## src/rtl/sync_fifo2_pkg.sv

```systemverilog
// sync_fifo2_pkg: shared definitions for the sync_fifo2 single-clock FIFO.
//   - default data/address widths
//   - count_t: occupancy type for the default geometry (ASIZE+1 bits)
//   - next_count(): occupancy update from the accept/flush bits of one cycle
// Optional build macro used by the family: SYNC_FIFO2_ERR_EN (see sync_fifo2.sv).

package sync_fifo2_pkg;

   localparam int unsigned DefDsize = 8;
   localparam int unsigned DefAsize = 4;

   // One extra bit so that "full" (== 2**ASIZE) is representable.
   typedef logic [DefAsize:0] count_t;

   // Next occupancy. flush dominates; a simultaneous accepted write and read
   // leave the count unchanged. Computed at 32 bits so it serves any ASIZE;
   // the caller truncates to its own count width.
   function automatic logic [31:0] next_count(input logic [31:0] cnt,
                                              input logic        wr_acc,
                                              input logic        rd_acc,
                                              input logic        flush);
      logic [31:0] nxt;
      nxt = cnt;
      if (flush) begin
         nxt = '0;
      end else if (wr_acc && !rd_acc) begin
         nxt = cnt + 32'd1;
      end else if (rd_acc && !wr_acc) begin
         nxt = cnt - 32'd1;
      end
      return nxt;
   endfunction

endpackage

```

## src/rtl/sync_fifo2_mem.sv

```systemverilog
// sync_fifo2_mem: storage array for sync_fifo2.
//   2**ASIZE words of DSIZE bits, one clocked write port with enable and one
//   asynchronous (combinational) read port. The array has no reset; validity
//   of its contents is tracked by the pointers/count in the parent.
// Ports:
//   clk_i    clock, write on rising edge
//   we_i     write enable
//   waddr_i  write address
//   wdata_i  write data
//   raddr_i  read address
//   rdata_o  read data, mem[raddr_i]

module sync_fifo2_mem
   import sync_fifo2_pkg::*;
#(
   parameter int unsigned DSIZE = DefDsize,
   parameter int unsigned ASIZE = DefAsize
) (
   input  logic             clk_i,
   input  logic             we_i,
   input  logic [ASIZE-1:0] waddr_i,
   input  logic [DSIZE-1:0] wdata_i,
   input  logic [ASIZE-1:0] raddr_i,
   output logic [DSIZE-1:0] rdata_o
);

   localparam int unsigned Depth = 2 ** ASIZE;

   logic [DSIZE-1:0] mem_q [Depth];

   always_ff @(posedge clk_i) begin
      if (we_i) begin
         mem_q[waddr_i] <= wdata_i;
      end
   end

   assign rdata_o = mem_q[raddr_i];

endmodule

```

## src/rtl/sync_fifo2.sv

```systemverilog
// sync_fifo2: single-clock parametrised FIFO with show-ahead read data.
//   Occupancy count, programmable almost-full/almost-empty thresholds,
//   synchronous flush. Sticky overflow/underflow flags are built only when
//   the macro SYNC_FIFO2_ERR_EN is defined; otherwise they are tied low and
//   err_clr is ignored (ports exist in both builds).
// Parameters:
//   DSIZE          data width
//   ASIZE          address width, depth = 2**ASIZE
//   AFULL_THRESH   walmost_full when count >= AFULL_THRESH
//   AEMPTY_THRESH  ralmost_empty when count <= AEMPTY_THRESH
// Ports:
//   clk            clock, all state on rising edge
//   rst            asynchronous active-high reset
//   winc / wdata   write request / data (accepted when !wfull)
//   rinc           read request, pops head (accepted when !rempty)
//   flush          synchronous clear of pointers and count, highest priority
//   err_clr        synchronous clear of sticky error flags
//   rdata          head-of-queue data, 0 while empty
//   wfull, rempty, walmost_full, ralmost_empty, count   status from registered count
//   overflow, underflow                                  sticky error flags

module sync_fifo2
   import sync_fifo2_pkg::*;
#(
   parameter int unsigned DSIZE         = DefDsize,
   parameter int unsigned ASIZE         = DefAsize,
   parameter int unsigned AFULL_THRESH  = 2 ** ASIZE - 4,
   parameter int unsigned AEMPTY_THRESH = 2
) (
   input  logic             clk,
   input  logic             rst,
   input  logic             winc,
   input  logic [DSIZE-1:0] wdata,
   input  logic             rinc,
   input  logic             flush,
   input  logic             err_clr,
   output logic [DSIZE-1:0] rdata,
   output logic             wfull,
   output logic             rempty,
   output logic             walmost_full,
   output logic             ralmost_empty,
   output logic [ASIZE:0]   count,
   output logic             overflow,
   output logic             underflow
);

   localparam int unsigned CntW = ASIZE + 1;
   localparam int unsigned PtrW = ASIZE;

   localparam logic [ASIZE:0]   DepthCnt = CntW'(2 ** ASIZE);
   localparam logic [ASIZE:0]   AfullTh  = CntW'(AFULL_THRESH);
   localparam logic [ASIZE:0]   AemptyTh = CntW'(AEMPTY_THRESH);
   localparam logic [PtrW-1:0]  PtrOne   = PtrW'(1);

   logic [PtrW-1:0]  wptr_q, wptr_d;
   logic [PtrW-1:0]  rptr_q, rptr_d;
   logic [ASIZE:0]   count_q, count_d;
   logic             wr_acc, rd_acc;
   logic [DSIZE-1:0] mem_rdata;

   // ---------------------------------------------------------------------------
   // Status flags, decoded from the registered count only
   // ---------------------------------------------------------------------------
   assign wfull         = (count_q == DepthCnt);
   assign rempty        = (count_q == '0);
   assign walmost_full  = (count_q >= AfullTh);
   assign ralmost_empty = (count_q <= AemptyTh);
   assign count         = count_q;

   // ---------------------------------------------------------------------------
   // Accept decisions. At full a concurrent read does not make room for the
   // write in the same cycle (and vice versa at empty), since both use the
   // registered flags.
   // ---------------------------------------------------------------------------
   always_comb begin
      wr_acc = winc && !wfull && !flush;
      rd_acc = rinc && !rempty && !flush;
   end

   // ---------------------------------------------------------------------------
   // Pointer and count next state
   // ---------------------------------------------------------------------------
   always_comb begin
      wptr_d = wptr_q;
      rptr_d = rptr_q;
      if (flush) begin
         wptr_d = '0;
         rptr_d = '0;
      end else begin
         if (wr_acc) begin
            wptr_d = wptr_q + PtrOne;
         end
         if (rd_acc) begin
            rptr_d = rptr_q + PtrOne;
         end
      end
      count_d = CntW'(next_count(32'(count_q), wr_acc, rd_acc, flush));
   end

   always_ff @(posedge clk or posedge rst) begin
      if (rst) begin
         wptr_q  <= '0;
         rptr_q  <= '0;
         count_q <= '0;
      end else begin
         wptr_q  <= wptr_d;
         rptr_q  <= rptr_d;
         count_q <= count_d;
      end
   end

   // ---------------------------------------------------------------------------
   // Storage
   // ---------------------------------------------------------------------------
   sync_fifo2_mem #(
      .DSIZE(DSIZE),
      .ASIZE(ASIZE)
   ) u_mem (
      .clk_i  (clk),
      .we_i   (wr_acc),
      .waddr_i(wptr_q),
      .wdata_i(wdata),
      .raddr_i(rptr_q),
      .rdata_o(mem_rdata)
   );

   // Stale array contents are never exposed while empty.
   assign rdata = rempty ? '0 : mem_rdata;

   // ---------------------------------------------------------------------------
   // Sticky error flags
   // ---------------------------------------------------------------------------
`ifdef SYNC_FIFO2_ERR_EN
   logic overflow_q, overflow_d;
   logic underflow_q, underflow_d;

   // Set has priority over err_clr; flush neither sets nor clears.
   always_comb begin
      overflow_d  = overflow_q;
      underflow_d = underflow_q;
      if (err_clr) begin
         overflow_d  = 1'b0;
         underflow_d = 1'b0;
      end
      if (winc && wfull && !flush) begin
         overflow_d = 1'b1;
      end
      if (rinc && rempty && !flush) begin
         underflow_d = 1'b1;
      end
   end

   always_ff @(posedge clk or posedge rst) begin
      if (rst) begin
         overflow_q  <= 1'b0;
         underflow_q <= 1'b0;
      end else begin
         overflow_q  <= overflow_d;
         underflow_q <= underflow_d;
      end
   end

   assign overflow  = overflow_q;
   assign underflow = underflow_q;
`else
   logic unused_err_clr;
   assign unused_err_clr = err_clr;

   assign overflow  = 1'b0;
   assign underflow = 1'b0;
`endif

endmodule

```

## config.mk

```make
export PLATFORM = sky130hd
export DESIGN_NAME = sync_fifo2
export DESIGN_NICKNAME = d
export VERILOG_FILES = /design/src/rtl/sync_fifo2_pkg.sv /design/src/rtl/sync_fifo2_mem.sv /design/src/rtl/sync_fifo2.sv
export SDC_FILE = /design/constraint.sdc
export NUM_CORES = 1
export LEC_CHECK = 0
export CORE_UTILIZATION = 45
export DETAILED_ROUTE_END_ITERATION = 10
export DONT_BUFFER_PORTS = 1
export MAX_ROUTING_LAYER = met4
export PLACE_DENSITY = 0.71
export RECOVER_POWER = 100
export SYNTH_ARGS = -nofsm -noshare
export SYNTH_HDL_FRONTEND = slang
export SYNTH_HIERARCHICAL = 1
export SYNTH_SLANG_ARGS = --single-unit
```

## constraint.sdc

```tcl
create_clock -name clk -period 4.65 [get_ports clk]
set_clock_uncertainty 0.15 [all_clocks]
set_input_delay 1.1625 -clock clk [delete_from_list [all_inputs] [get_ports clk]]
set_output_delay 1.1625 -clock clk [all_outputs]
set_load 0.01 [all_outputs]
```

---- Word-level counts from Yosys, hierarchy flattened ----
Memories as Yosys holds them, arrays and structs flattened.
Cells that the tools add are included.
storage, ports and cells
  register bits ........................... 13
  memory bits (writable) .................. 128
  bits of input ports ..................... 14
  output and inout bits ................... 19
  memories ................................ 1
memories
  name         words  width  read ports  clocked after Yosys merged registers in  wr ports  line                  source
  u_mem.mem_q  16     8      1           0                                        1         sync_fifo2_mem.sv:29  logic [DSIZE-1:0] mem_q [Depth];
operators by class
  add/subtract/negate cells ............... 4
  magnitude comparators ................... 2
  eq/ne operators ......................... 1
  mux-type cells .......................... 10
  reduce and logical (&&, ||, !) cells .... 15
operator list
  cell                                                               count
  two-way mux 4 bit                                                  4
  two-way mux 5 bit                                                  3
  adder 4 x 1 -> 4 bit, second input constant                        2
  two-way mux 8 bit                                                  1
  logical AND 1 bit                                                  6
  adder 5 x 1 -> 5 bit, second input constant                        1
  equality test 5 bit, second input constant                         1
  greater-or-equal comparator 5 x 4 -> 1 bit, second input constant  1
  less-or-equal comparator 5 x 2 -> 1 bit, second input constant     1
  logical NOT 1 bit                                                  5
  logical NOT 5 bit                                                  1
  subtractor 5 x 1 -> 5 bit, second input constant                   1
  nonzero test 2 bit                                                 2
  nonzero test 3 bit                                                 1
  two-way mux 1 bit                                                  2

---- Logic depth before layout (Yosys ltp) ----
  word-level depth ........................ 9
  mapped depth ............................ 10

---- By module ----
Netlist, hierarchy kept.
modules (own cells, without submodules)
  module          instances  cells each  area each (µm²)  seq. area each (µm²)
  sync_fifo2_mem  1          221         4987.3           3843.7
  sync_fifo2      1          90          887.1            325.3

---- Least setup slack after synthesis ----
Ideal clock, no wire load.
  path kind ............................... input -> register
  from .................................... input port rinc
  to ...................................... register count_q[4] (netlist: count[4])
  setup time .............................. 126 ps
  arrival time ............................ 2932 ps
  required time ........................... 4374 ps
  setup slack ............................. 1442 ps
  stages on the path ...................... 9
  cells stage by stage .................... o31a_1 -> buf_6 -> or3_1 -> fa_1 -> a21o_1 -> a21oi_1 -> and3_1 -> o21ai_0 -> nor3b_2
between the ends
  longest elaborated chain between the ends .. 6
  elaborated cells on any way between the ends .. 8
RTL lines
  element                             line                  source
  start, declared                     sync_fifo2.sv:34      input logic rinc,
  logical AND 1 bit (*) (2 in a row)  sync_fifo2.sv:77      rd_acc = rinc && !rempty && !flush;
  logical NOT 1 bit                   sync_fifo2_pkg.sv:26  end else if (wr_acc && !rd_acc) begin
  logical AND 1 bit                   sync_fifo2_pkg.sv:26
  two-way mux 5 bit                   sync_fifo2_pkg.sv:26
  two-way mux 5 bit                   sync_fifo2_pkg.sv:24  if (flush) begin
  end signal, assigned                sync_fifo2.sv:108     count_q <= count_d;
  end, declared                       sync_fifo2.sv:57      logic [ASIZE:0] count_q, count_d;
Every way passes the cells marked *; elsewhere a longest branch is shown, timed or not.
A chain may end at the register's enable or synchronous reset.

---- Worst setup path after layout ----
  from .................................... register rptr_q[0]
  to ...................................... output port rdata[0]
between the ends
  longest elaborated chain between the ends .. 2
RTL lines
  element                 line               source
  start, declared         sync_fifo2.sv:56   logic [PtrW-1:0] rptr_q, rptr_d;
  start signal, assigned  sync_fifo2.sv:107  rptr_q <= rptr_d;
  memory (16 x 8 bit)     --
  net mem_rdata[0]        sync_fifo2.sv:59   logic [DSIZE-1:0] mem_rdata;
  two-way mux 8 bit       sync_fifo2.sv:128  assign rdata = rempty ? '0 : mem_rdata;
  end, declared           sync_fifo2.sv:37   output logic [DSIZE-1:0] rdata,
The timed path passes the listed nets, and every way through them passes these cells.

==> impl_metrics.csv <==
group,metric,value,unit
outcome,status,"finished with violations",
outcome,violations,"max-capacitance violations, max-slew violations",
finish,fin_nets,344,
cts,cts.sinks,141,
logic_synthesis,synth_area_per_cell,18.9,um^2
setup_path,end_kind,"output pin",
cts,cts_hold_buffers,0,
global_routing,grt_pass1_wl,16900,um
cts,numCtsBuffers,17,
logic_synthesis,synth_edf_count,128,
logic_synthesis,syn_inst,311,
routing,first_pass_iters,4,
floorplan,coreArea,12700,um^2
floorplan,die_h,116,um
timing,holdWs,470,ps
setup_path,cp.required,3340,ps
routing,finalWirelength,11100,um
cts,cts-root-buf,"clkbuf_16",
finish,drive_gt1_share,16.7,%
timing,slew_headroom,-8.89,%
setup_path,reg2reg_from,"count[1]$_DFFE_PP0P_",
setup_path,cp-startpoint,"rptr_q[0]$_DFFE_PP0P_",
placement,gp_congestion,0.763,
finish,area_delta_synth_final,11.9,%
routing,wl_per_cell,21.8,um
timing,worstMarginPinSlew,1620,ps
global_routing,antenna_found_initial,0,
logic_synthesis,ys_seq_area_share,71.0,%
setup_path,start_kind,"flip-flop",
finish,fin_cells,508,
cts,clkLatencyLatePin,410,ps
logic_synthesis,yosys_register_bits,141,
routing,drc,0,
logic_synthesis,ys_types,41,
global_routing,busiest_layer,"met2",
global_routing,grt_use_met1,24.7,%
logic_synthesis,async_flop_share,9.22,%
pwr,p_total,3.58,mW
setup_path,crit_path_max_fanout,16,
finish,design_area,6580,um^2
worst_hold_path,hold_path_class,"flip-flop to flip-flop",
global_routing,grt_max_degree,36,
global_routing,use_met2,27.6,%
cts,tritoncts,"yes",
global_routing,grt_pass1_vias,2956,
timing,setup_slack,629,ps
routing,dr_total_vias,2880,
timing,rsz0062_at_grt,"no",
placement,place_ws,1170,ps
placement,dp.cells,476,
routing,drt_iter0_markers,189,
global_routing,grt.total_usage,18.5,%
global_routing,grt_use_met3,5.50,%
placement,io_buffers,0,
timing,fmax,0.249,GHz
routing,viasPerCell,5.67,
setup_path,r2r_slack,770,ps
flow_run,drv_cap,1,
timing,hold_viol_final,0,
timing,slew_viol_final,11,
floorplan,initial_core_util,46.4,%
setup_path,worstPathArrival,2710,ps
setup_path,crit_path_end,"rdata[0]",
cts,cts.clk_slew.worst_paths,60,ps
pwr,power.density,545,nW/um^2
setup_path,critPathKind,"flip-flop to output pin",
finish,diodes,0,
finish,mostFrequentLayoutCell,"edfxtp_1",
routing,ant_nets,0,
cts,ctsResizeCount,0,
setup_path,r2r-end,"count[4]$_DFFE_PP0P_",
placement,place_area,6030,um^2
cts,cts.path.max_buffers,2,
floorplan,die_area,13500,um^2
cts,cts_setup_buffers,0,
floorplan,ios,33,
logic_synthesis,ys.warnings.count,6,
setup_path,reg2reg_depth,9,
global_routing,grt_overflow,0,
floorplan,std_cell_rows,41,
pwr,ir_drop,255,uV
cts,cts_max_level,4,
timing,finalCriticalPeriod,4020,ps
placement,post-dp-hpwl,6820,um
timing,setup_viol,0,
pwr,power.leakage,2.16,nW
floorplan,die_w,116,um
timing,period_share,86.5,%
timing,finalSetupTns,0,ps
finish,layout_common_cells,"edfxtp_1 (128), nor2_1 (27), mux4_2 (18), clkbuf_16 (17), a22oi_1 (16)",
logic_synthesis,ys.flop_type,"edfxtp_1",
logic_synthesis,syn-cell-area,5870,um^2
finish,fin_util,51.9,%
-- kinds of logic (layout without fill, tap and decap cells) --
group / after synthesis / after routing / share of synthesized area [%]
and+or+nand+nor: 73 / 73 / 6.33
xor gates and xnor gates: 8 / 8 / 1.51
adders and majority gates: 7 / 7 / 1.62
other: 1 / 2 / 0.0638
muxes: 36 / 36 / 13.8
AOI/OAI and AO/OA: 27 / 27 / 3.43
buffers and inverters: 18 / 42 / 2.24
DFF: 141 / 141 / 71.0
-- worst min path at each step --
stage	depth (start not counted)	endpoint	slack [ps]	from
after detailed placement	2	wptr_q[3]$_DFFE_PP0P_	460	wptr_q[3]$_DFFE_PP0P_
final	2	wptr_q[3]$_DFFE_PP0P_	470	wptr_q[3]$_DFFE_PP0P_
after global routing	2	wptr_q[3]$_DFFE_PP0P_	510	wptr_q[3]$_DFFE_PP0P_
after global placement	2	wptr_q[3]$_DFFE_PP0P_	430	wptr_q[3]$_DFFE_PP0P_
after floorplan	2	rptr_q[3]$_DFFE_PP0P_	400	rptr_q[3]$_DFFE_PP0P_
after CTS	2	wptr_q[3]$_DFFE_PP0P_	470	wptr_q[3]$_DFFE_PP0P_
-- power by group --
group / switching (mW) / leakage [nW] / total, mW / internal (mW)
Sequential: 0.0952 / 1.33 / 1.53 / 1.43
Clock: 0.529 / 0.279 / 1.33 / 0.798
Combinational: 0.373 / 0.560 / 0.731 / 0.358
-- cell type report --
class / instances / area [um^2]
timing repair buffer: 7 / 35.0
clock inverter: 15 / 161
tap: 172 / 215
inverter: 3 / 11.3
clock buffer: 17 / 425
fill: 995 / 6100
multi-input combinational: 153 / 1560
sequential: 141 / 4170
-- registers in the layout, indices dropped and copies added (netlist names) --
signal,cells
count,5
rptr_q,4
u_mem/mem_q,128
wptr_q,4
-- layer usage --
layer	share of wire (%)	vias up
li1	-	1275
met1	42	1495
met2	49	104
met3	7.7	6
met4	0.79	0
met5	0	-
-- critical path: stages (launching register included) --
cell,delay (ps)
dfrtp_2,680
clkbuf_2,450
mux4_2,550
a22oi_1,250
nand2_1,150
and2_0,220
-- synthesized netlist by cell type, types with 2 or more instances --
master             n  share of area (%)
nand3b_1           2               0.26
a22oi_1           16                2.0
nand2b_1           3               0.32
clkdlybuf4s25_2    3               0.51
clkbuf_1           2               0.13
buf_6              4               0.77
nor2_1            27                1.7
mux4_2            18                6.9
nor3_1             6               0.51
a21o_1             2               0.26
ha_1               6                1.3
mux2i_1            4               0.68
o21ai_0            2               0.17
nand3_1            3               0.26
buf_4              3               0.38
nand2_1           11               0.70
or3_1              3               0.32
edfxtp_1         128                 65
inv_1              3               0.19
dfrtp_1           13                5.5
xor2_1             4               0.60
buf_2              3               0.26
a21oi_1            3               0.26
xnor2_1            3               0.45
mux4_1            14                6.3
and2_1            10                1.1
(Power assumes the default switching activity.)
